`config.mk`:
```
export PLATFORM = sky130hd
export DESIGN_NAME = uart_wb_slave32_flat
export DESIGN_NICKNAME = d
export VERILOG_FILES = /design/src/rtl/uart_wb_slave32_if.sv /design/src/rtl/uart_wb_slave32.sv /design/src/flat_wrapper.sv
export SDC_FILE = /design/constraint.sdc
export NUM_CORES = 1
export LEC_CHECK = 0
export BUFFER_PORTS_ARGS = -buffer_cell sky130_fd_sc_hd__buf_2
export CAP_MARGIN = 20
export CORE_MARGIN = 2
export CORE_UTILIZATION = 42
export DETAILED_ROUTE_END_ITERATION = 12
export HOLD_SLACK_MARGIN = 0.02
export PLACE_DENSITY = 0.77
export REMOVE_ABC_BUFFERS = 1
export SLEW_MARGIN = 20
export SYNTH_ARGS = -nofsm -noshare
export SYNTH_HDL_FRONTEND = slang
export SYNTH_SLANG_ARGS = --single-unit
```
`constraint.sdc`:
```
create_clock -name wb_clk_i -period 2.9 [get_ports wb_clk_i]
set_clock_uncertainty 0.15 [all_clocks]
set_input_delay 0.87 -clock wb_clk_i [delete_from_list [all_inputs] [get_ports wb_clk_i]]
set_output_delay 0.87 -clock wb_clk_i [all_outputs]
set_load 0.03 [all_outputs]
```
`src/rtl/uart_wb_slave32_if.sv`:
```
// uart_wb_slave32_if: WISHBONE classic bus signals between a bus master and the UART slave front end
interface uart_wb_slave32_if #(parameter int ADDR_WIDTH = 5);
  logic [ADDR_WIDTH-1:0] wb_adr_i;
  logic [31:0]           wb_dat_i;
  logic [3:0]            wb_sel_i;
  logic                  wb_we_i;
  logic                  wb_stb_i;
  logic                  wb_cyc_i;
  logic [31:0]           wb_dat_o;
  logic                  wb_ack_o;
  logic                  wb_err_o;
  modport master (output wb_adr_i, wb_dat_i, wb_sel_i, wb_we_i, wb_stb_i, wb_cyc_i, input wb_dat_o, wb_ack_o, wb_err_o);
  modport slave (input wb_adr_i, wb_dat_i, wb_sel_i, wb_we_i, wb_stb_i, wb_cyc_i, output wb_dat_o, wb_ack_o, wb_err_o);
endinterface

```
`src/rtl/uart_wb_slave32.sv`:
```
// uart_wb_slave32: 32-bit WISHBONE slave turning bus cycles into byte register strobes and word debug reads
module uart_wb_slave32 #(
  parameter int                    ADDR_WIDTH = 5,
  parameter logic [ADDR_WIDTH-1:0] DBG_ADR0   = 5'h08,
  parameter logic [ADDR_WIDTH-1:0] DBG_ADR1   = 5'h0C
) (
  input  logic                  wb_clk_i,
  input  logic                  wb_rst_i,
  uart_wb_slave32_if.slave      wb,
  output logic [ADDR_WIDTH-1:0] adr_o,
  output logic [7:0]            reg_dat_o,
  output logic                  re_o,
  output logic                  we_o,
  input  logic [7:0]            reg_dat_i,
  input  logic [31:0]           dbg_dat32_i
);
  typedef enum logic [1:0] {IDLE, STROBE, ACK} state_t;
  state_t                r_state, w_next;
  logic [ADDR_WIDTH-3:0] w_word;
  logic [1:0]            w_lane, r_lane;
  logic                  w_req, w_is_dbg, w_onehot, w_byte, w_dbg, w_unused_adr;
  logic                  r_we, r_byte, r_dbg, r_re, r_we_o, r_ack, r_err;
  logic [ADDR_WIDTH-1:0] r_adr;
  logic [7:0]            r_reg_dat;
  logic [31:0]           r_dat_o, w_rd;
  assign w_req        = wb.wb_cyc_i & wb.wb_stb_i;
  assign w_word       = wb.wb_adr_i[ADDR_WIDTH-1:2];
  assign w_unused_adr = ^wb.wb_adr_i[1:0];
  assign w_is_dbg     = (w_word == DBG_ADR0[ADDR_WIDTH-1:2]) | (w_word == DBG_ADR1[ADDR_WIDTH-1:2]);
  assign w_onehot     = $onehot(wb.wb_sel_i);
  assign w_lane       = wb.wb_sel_i[3] ? 2'd3 : wb.wb_sel_i[2] ? 2'd2 : wb.wb_sel_i[1] ? 2'd1 : 2'd0;
  assign w_byte       = ~w_is_dbg & w_onehot;
  assign w_dbg        = w_is_dbg & (wb.wb_sel_i == 4'hF) & ~wb.wb_we_i;
  assign w_rd         = {24'h0, reg_dat_i} << {r_lane, 3'b000};
  assign adr_o        = r_adr;
  assign reg_dat_o    = r_reg_dat;
  assign re_o         = r_re;
  assign we_o         = r_we_o;
  assign wb.wb_dat_o  = r_dat_o;
  assign wb.wb_ack_o  = r_ack;
  assign wb.wb_err_o  = r_err;
  // Next state: accept in IDLE, abort from STROBE when the master drops cyc, ACK always returns to IDLE
  always_comb begin
    w_next = (r_state == IDLE) ? (w_req ? STROBE : IDLE) : (r_state == STROBE) ? (wb.wb_cyc_i ? ACK : IDLE) : IDLE;
  end
  // State register plus request capture, strobe pulses, read data return and termination pulses
  always_ff @(posedge wb_clk_i) begin
    if (wb_rst_i) begin
      r_state   <= IDLE;
      r_we      <= 1'b0;
      r_byte    <= 1'b0;
      r_dbg     <= 1'b0;
      r_lane    <= 2'd0;
      r_adr     <= '0;
      r_reg_dat <= 8'h0;
      r_re      <= 1'b0;
      r_we_o    <= 1'b0;
      r_dat_o   <= 32'h0;
      r_ack     <= 1'b0;
      r_err     <= 1'b0;
    end else begin
      r_state <= w_next;
      r_re    <= 1'b0;
      r_we_o  <= 1'b0;
      r_ack   <= 1'b0;
      r_err   <= 1'b0;
      if (r_state == IDLE && w_req) begin
        r_we   <= wb.wb_we_i;
        r_byte <= w_byte;
        r_dbg  <= w_dbg;
        r_lane <= w_lane;
        r_adr  <= w_byte ? {w_word, w_lane} : {w_word, 2'b00};
        r_re   <= w_byte & ~wb.wb_we_i;
        r_we_o <= w_byte & wb.wb_we_i;
        if (w_byte) r_reg_dat <= wb.wb_dat_i[{w_lane, 3'b000} +: 8];
      end
      if (r_state == STROBE) begin
        if (r_byte & ~r_we) r_dat_o <= w_rd;
        else if (r_dbg) r_dat_o <= dbg_dat32_i;
        r_ack <= wb.wb_cyc_i & (r_byte | r_dbg);
        r_err <= wb.wb_cyc_i & ~(r_byte | r_dbg);
      end
    end
  end
endmodule

```
`src/flat_wrapper.sv`:
```
// flat-port wrapper written by rule: the top's interface ports become plain ports
module uart_wb_slave32_flat 
#(
  parameter int                    ADDR_WIDTH = 5,
  parameter logic [ADDR_WIDTH-1:0] DBG_ADR0   = 5'h08,
  parameter logic [ADDR_WIDTH-1:0] DBG_ADR1   = 5'h0C
)
  (wb_clk_i, wb_rst_i, adr_o, reg_dat_o, re_o, we_o, reg_dat_i, dbg_dat32_i, wb_wb_adr_i, wb_wb_dat_i, wb_wb_sel_i, wb_wb_we_i, wb_wb_stb_i, wb_wb_cyc_i, wb_wb_dat_o, wb_wb_ack_o, wb_wb_err_o);
  uart_wb_slave32_if #(.ADDR_WIDTH(ADDR_WIDTH)) wb_i ();
  input  logic wb_clk_i;
  input  logic wb_rst_i;
  output logic [ADDR_WIDTH-1:0] adr_o;
  output logic [7:0] reg_dat_o;
  output logic re_o;
  output logic we_o;
  input  logic [7:0] reg_dat_i;
  input  logic [31:0] dbg_dat32_i;
  input wire logic [$bits(wb_i.wb_adr_i)-1:0] wb_wb_adr_i;
  input wire logic [$bits(wb_i.wb_dat_i)-1:0] wb_wb_dat_i;
  input wire logic [$bits(wb_i.wb_sel_i)-1:0] wb_wb_sel_i;
  input wire logic [$bits(wb_i.wb_we_i)-1:0] wb_wb_we_i;
  input wire logic [$bits(wb_i.wb_stb_i)-1:0] wb_wb_stb_i;
  input wire logic [$bits(wb_i.wb_cyc_i)-1:0] wb_wb_cyc_i;
  output wire logic [$bits(wb_i.wb_dat_o)-1:0] wb_wb_dat_o;
  output wire logic [$bits(wb_i.wb_ack_o)-1:0] wb_wb_ack_o;
  output wire logic [$bits(wb_i.wb_err_o)-1:0] wb_wb_err_o;
  assign wb_i.wb_adr_i = wb_wb_adr_i;
  assign wb_i.wb_dat_i = wb_wb_dat_i;
  assign wb_i.wb_sel_i = wb_wb_sel_i;
  assign wb_i.wb_we_i = wb_wb_we_i;
  assign wb_i.wb_stb_i = wb_wb_stb_i;
  assign wb_i.wb_cyc_i = wb_wb_cyc_i;
  assign wb_wb_dat_o = wb_i.wb_dat_o;
  assign wb_wb_ack_o = wb_i.wb_ack_o;
  assign wb_wb_err_o = wb_i.wb_err_o;
  uart_wb_slave32 #(.ADDR_WIDTH(ADDR_WIDTH), .DBG_ADR0(DBG_ADR0), .DBG_ADR1(DBG_ADR1)) u_core (.wb_clk_i(wb_clk_i), .wb_rst_i(wb_rst_i), .wb(wb_i), .adr_o(adr_o), .reg_dat_o(reg_dat_o), .re_o(re_o), .we_o(we_o), .reg_dat_i(reg_dat_i), .dbg_dat32_i(dbg_dat32_i));
endmodule
```
==> metrics.yaml <==
setup_path:
  cp.buffers_inverters: 4
  cp_max_fo: 16
  cp-end-kind: "register"
  r2r-start: "u_core.r_byte$_SDFFE_PP0N_"
  worstSetupPathType: "in -> reg"
  path_cells: "buf_2 -> inv_1 -> ha_1 -> ha_1 -> inv_1 -> fa_1 -> nand3_1 -> nor3_4 -> buf_12 -> nor3b_1 -> a31o_2"
  worstPathArrival_ps: 2760
  startpoint: "wb_wb_sel_i[2]"
  start_kind: "primary input"
  max_stage_delay_ps: 490
  cp_top_family: "adder cells"
  cpMaxStageDelayCell: "fa_1"
  cp.required_ps: 2950
logic_synthesis:
  ys_warn_count: 0
  syn_inst: 261
  synth_area_per_cell_um2: 10.5
  ys_seq_area_share_pct: 40.7
  synth_seq_cells: 56
  netlist_area_um2: 2750
  ys_types: 31
detailed_routing:
  num_vias: 2557
  drt-initial-drc-count: 72
  finalWirelength_mm: 6.74
  wl_per_cell_um: 14.3
  ant_nets: 0
  firstDrtPassIters: 4
  drc_errors: 0
  via_per_inst: 5.43
floorplan:
  ios: 135
  fp.dieW_um: 84.9
  std_cell_rows: 29
  core_um2: 6350
  die_h_um: 84.9
  start_util_pct: 43.3
  dieArea_um2: 7210
global_routing:
  met3_usage_pct: 4.86
  grt_pass1_vias: 2395
  grt_usage_pct: 18.1
  antenna_found_initial: 0
  gr-total-overflow: 0
  use_met1_pct: 21.7
  grt-busiest-layer: "met2"
  grt_max_degree: 65
  grt_pass1_wl_mm: 10.7
  grtUsageMet2_pct: 32.2
min_path:
  hold_path_class: "reg -> reg"
  min_from: "u_core.adr_o[0]$_SDFFE_PP0N_"
sta:
  holdWs_ps: 310
  slew_headroom_pct: 49.9
  tightestPinTransition_ps: 748
  finalCritPeriodShare_pct: 93.4
  hold_violations: 0
  setup_viol: 0
  drv_slew: 0
  rsz0062_at_grt: "false"
  fin_crit_ps: 2710
  fmax_mhz: 369
place:
  gp_congestion: 0.778
  dpl_cell_area_um2: 3510
  hpwl_mm: 5.19
  dp_cells: 463
  io_buffer_count: 132
layout:
  syn2layout_area_growth_pct: 32.1
  final_util_pct: 57.2
  drive_above_1_share_pct: 51.5
  nNetsFinal: 485
  fin_cells: 471
  n_antenna_cell: 0
  fin_area_um2: 3630
power_and_ir_drop:
  p_leak_nw: 1.58
  p_per_area_nw_per_um2: 441
  finalPower_mw: 1.60
  peakVddDrop_uv: 255
job:
  max_cap_viol_count: 0
clocking:
  htree_levels: 2
  clk_latency_ps: 300
  cts_resized: 0
  cts_hold_buf: 0
  clock-sinks: 56
  post_cts_buffers: 0
  ctsLongestPathBuffers: 2
  cts_buffers: 5
  clk_pin_slew_ps: 100
  cts_tree: "yes"
  cts-root-buf: "clkbuf_8"
outcome:
  status: "completed"
## Yosys cell counts
cell | number | area share [%]
dfxtp_1 | 56 | 41
nor2_1 | 42 | 5.7
a22oi_1 | 33 | 9.0
a211oi_2 | 28 | 13
nand2_1 | 13 | 1.8
clkbuf_1 | 12 | 1.6
nor3b_1 | 9 | 2.5
a21oi_1 | 8 | 1.5
inv_1 | 8 | 1.1
mux4_2 | 8 | 6.5
a31o_2 | 7 | 2.2
a211oi_1 | 5 | 1.4
buf_6 | 5 | 2.0
ha_1 | 5 | 2.3
buf_4 | 3 | 0.82
a21oi_4 | 2 | 1.2
nand2b_1 | 2 | 0.45
nor3b_4 | 2 | 1.4
a31o_1 | 1 | 0.32
and3_1 | 1 | 0.23
and3b_1 | 1 | 0.32
fa_1 | 1 | 0.73
nand3_1 | 1 | 0.18
nand3b_1 | 1 | 0.27
nand4b_1 | 1 | 0.32
nand4bb_4 | 1 | 1.0
nor2b_1 | 1 | 0.23
nor3_1 | 1 | 0.18
nor3_2 | 1 | 0.36
nor3_4 | 1 | 0.59
nor4bb_1 | 1 | 0.36
## power breakdown
part | total, mW | internal (mW) | leakage, nW | switching (mW)
Sequential | 0.792 | 0.782 | 0.452 | 0.00967
Combinational | 0.261 | 0.125 | 1.06 | 0.135
Clock | 0.549 | 0.305 | 0.0645 | 0.244
## registers in the layout, summed over array words and instances, names as in the netlist
register / count
u_core.r_dbg: 1
u_core.re_o: 1
u_core.wb.wb_err_o: 1
u_core.r_byte: 1
u_core.wb.wb_ack_o: 1
u_core.adr_o: 5
u_core.reg_dat_o: 8
u_core.we_o: 1
u_core.r_lane: 2
u_core.r_we: 1
u_core.wb.wb_dat_o: 32
u_core.r_state: 2
## path summary, 6_finish.rpt
check	end	slack (ps)	cells after the start
min	u_core.adr_o[0]$_SDFFE_PP0N_	310	2
min reg2reg	u_core.adr_o[0]$_SDFFE_PP0N_	310	2
max	u_core.reg_dat_o[5]$_SDFFE_PP0P_	190	11
max reg2reg	u_core.wb.wb_dat_o[18]$_SDFFE_PP0P_	880	6
## through the flow
step	worst slack [ps]	TNS, ps
2_1_floorplan	-8.95	-62.6
3_3_place_gp	-65.0	-476
3_5_place_dp	-142	-1150
4_1_cts	192	0
5_1_grt	68.0	0
6_report	191	0
## area by class of cell
type	instances	area, um^2
fill	573	2720
multi-input combinational	177	1480
sequential	56	1120
timing repair buffer	145	783
clock buffer	7	96.3
tap	77	96.3
clock inverter	1	30.0
inverter	8	30.0
## per-layer routing
metal	vias to the layer above	wire (um)
li1	1235	-
met1	1183	2780
met2	132	3350
met3	7	528
met4	0	76
met5	-	0
## cells by family after synthesis
kind of cell	share of synthesized area (%)
buffers and inverters	5.59
DFF	40.7
muxes	6.55
and+or+nand+nor	15.8
AOI/OAI and AO/OA	28.3
adders and majority gates	3.00
## cells in the final DEF, fill, tap and decap left out
cell type  count
a211oi_1       5
a211oi_2      28
a21oi_1        8
a21oi_4        2
a22oi_1       33
a31o_1         1
a31o_2         7
and3_1         1
and3b_1        1
buf_12         2
buf_2        132
buf_4         11
bufinv_16      1
clkbuf_8       7
dfxtp_1       56
fa_1           1
ha_1           5
inv_1          8
mux4_2         8
nand2_1       13
nand2b_1       2
nand3_1        1
nand3b_1       1
nand4b_1       1
nand4bb_4      1
nor2_1        42
nor2b_1        1
nor3_1         1
nor3_2         1
nor3_4         1
nor3b_1        9
nor3b_4        2
nor4bb_1       1
## worst reg2reg max path: cells and delay by family (launching register included)
| family | cells | cell delay, ps |
|---|---|---|
| AO/OA/AOI/OAI | 2 | 370 |
| AND/OR/NAND/NOR | 2 | 240 |
| flip-flops | 1 | 390 |
| buffers and inverters | 2 | 800 |
Power figures use the tool's default switching activity.
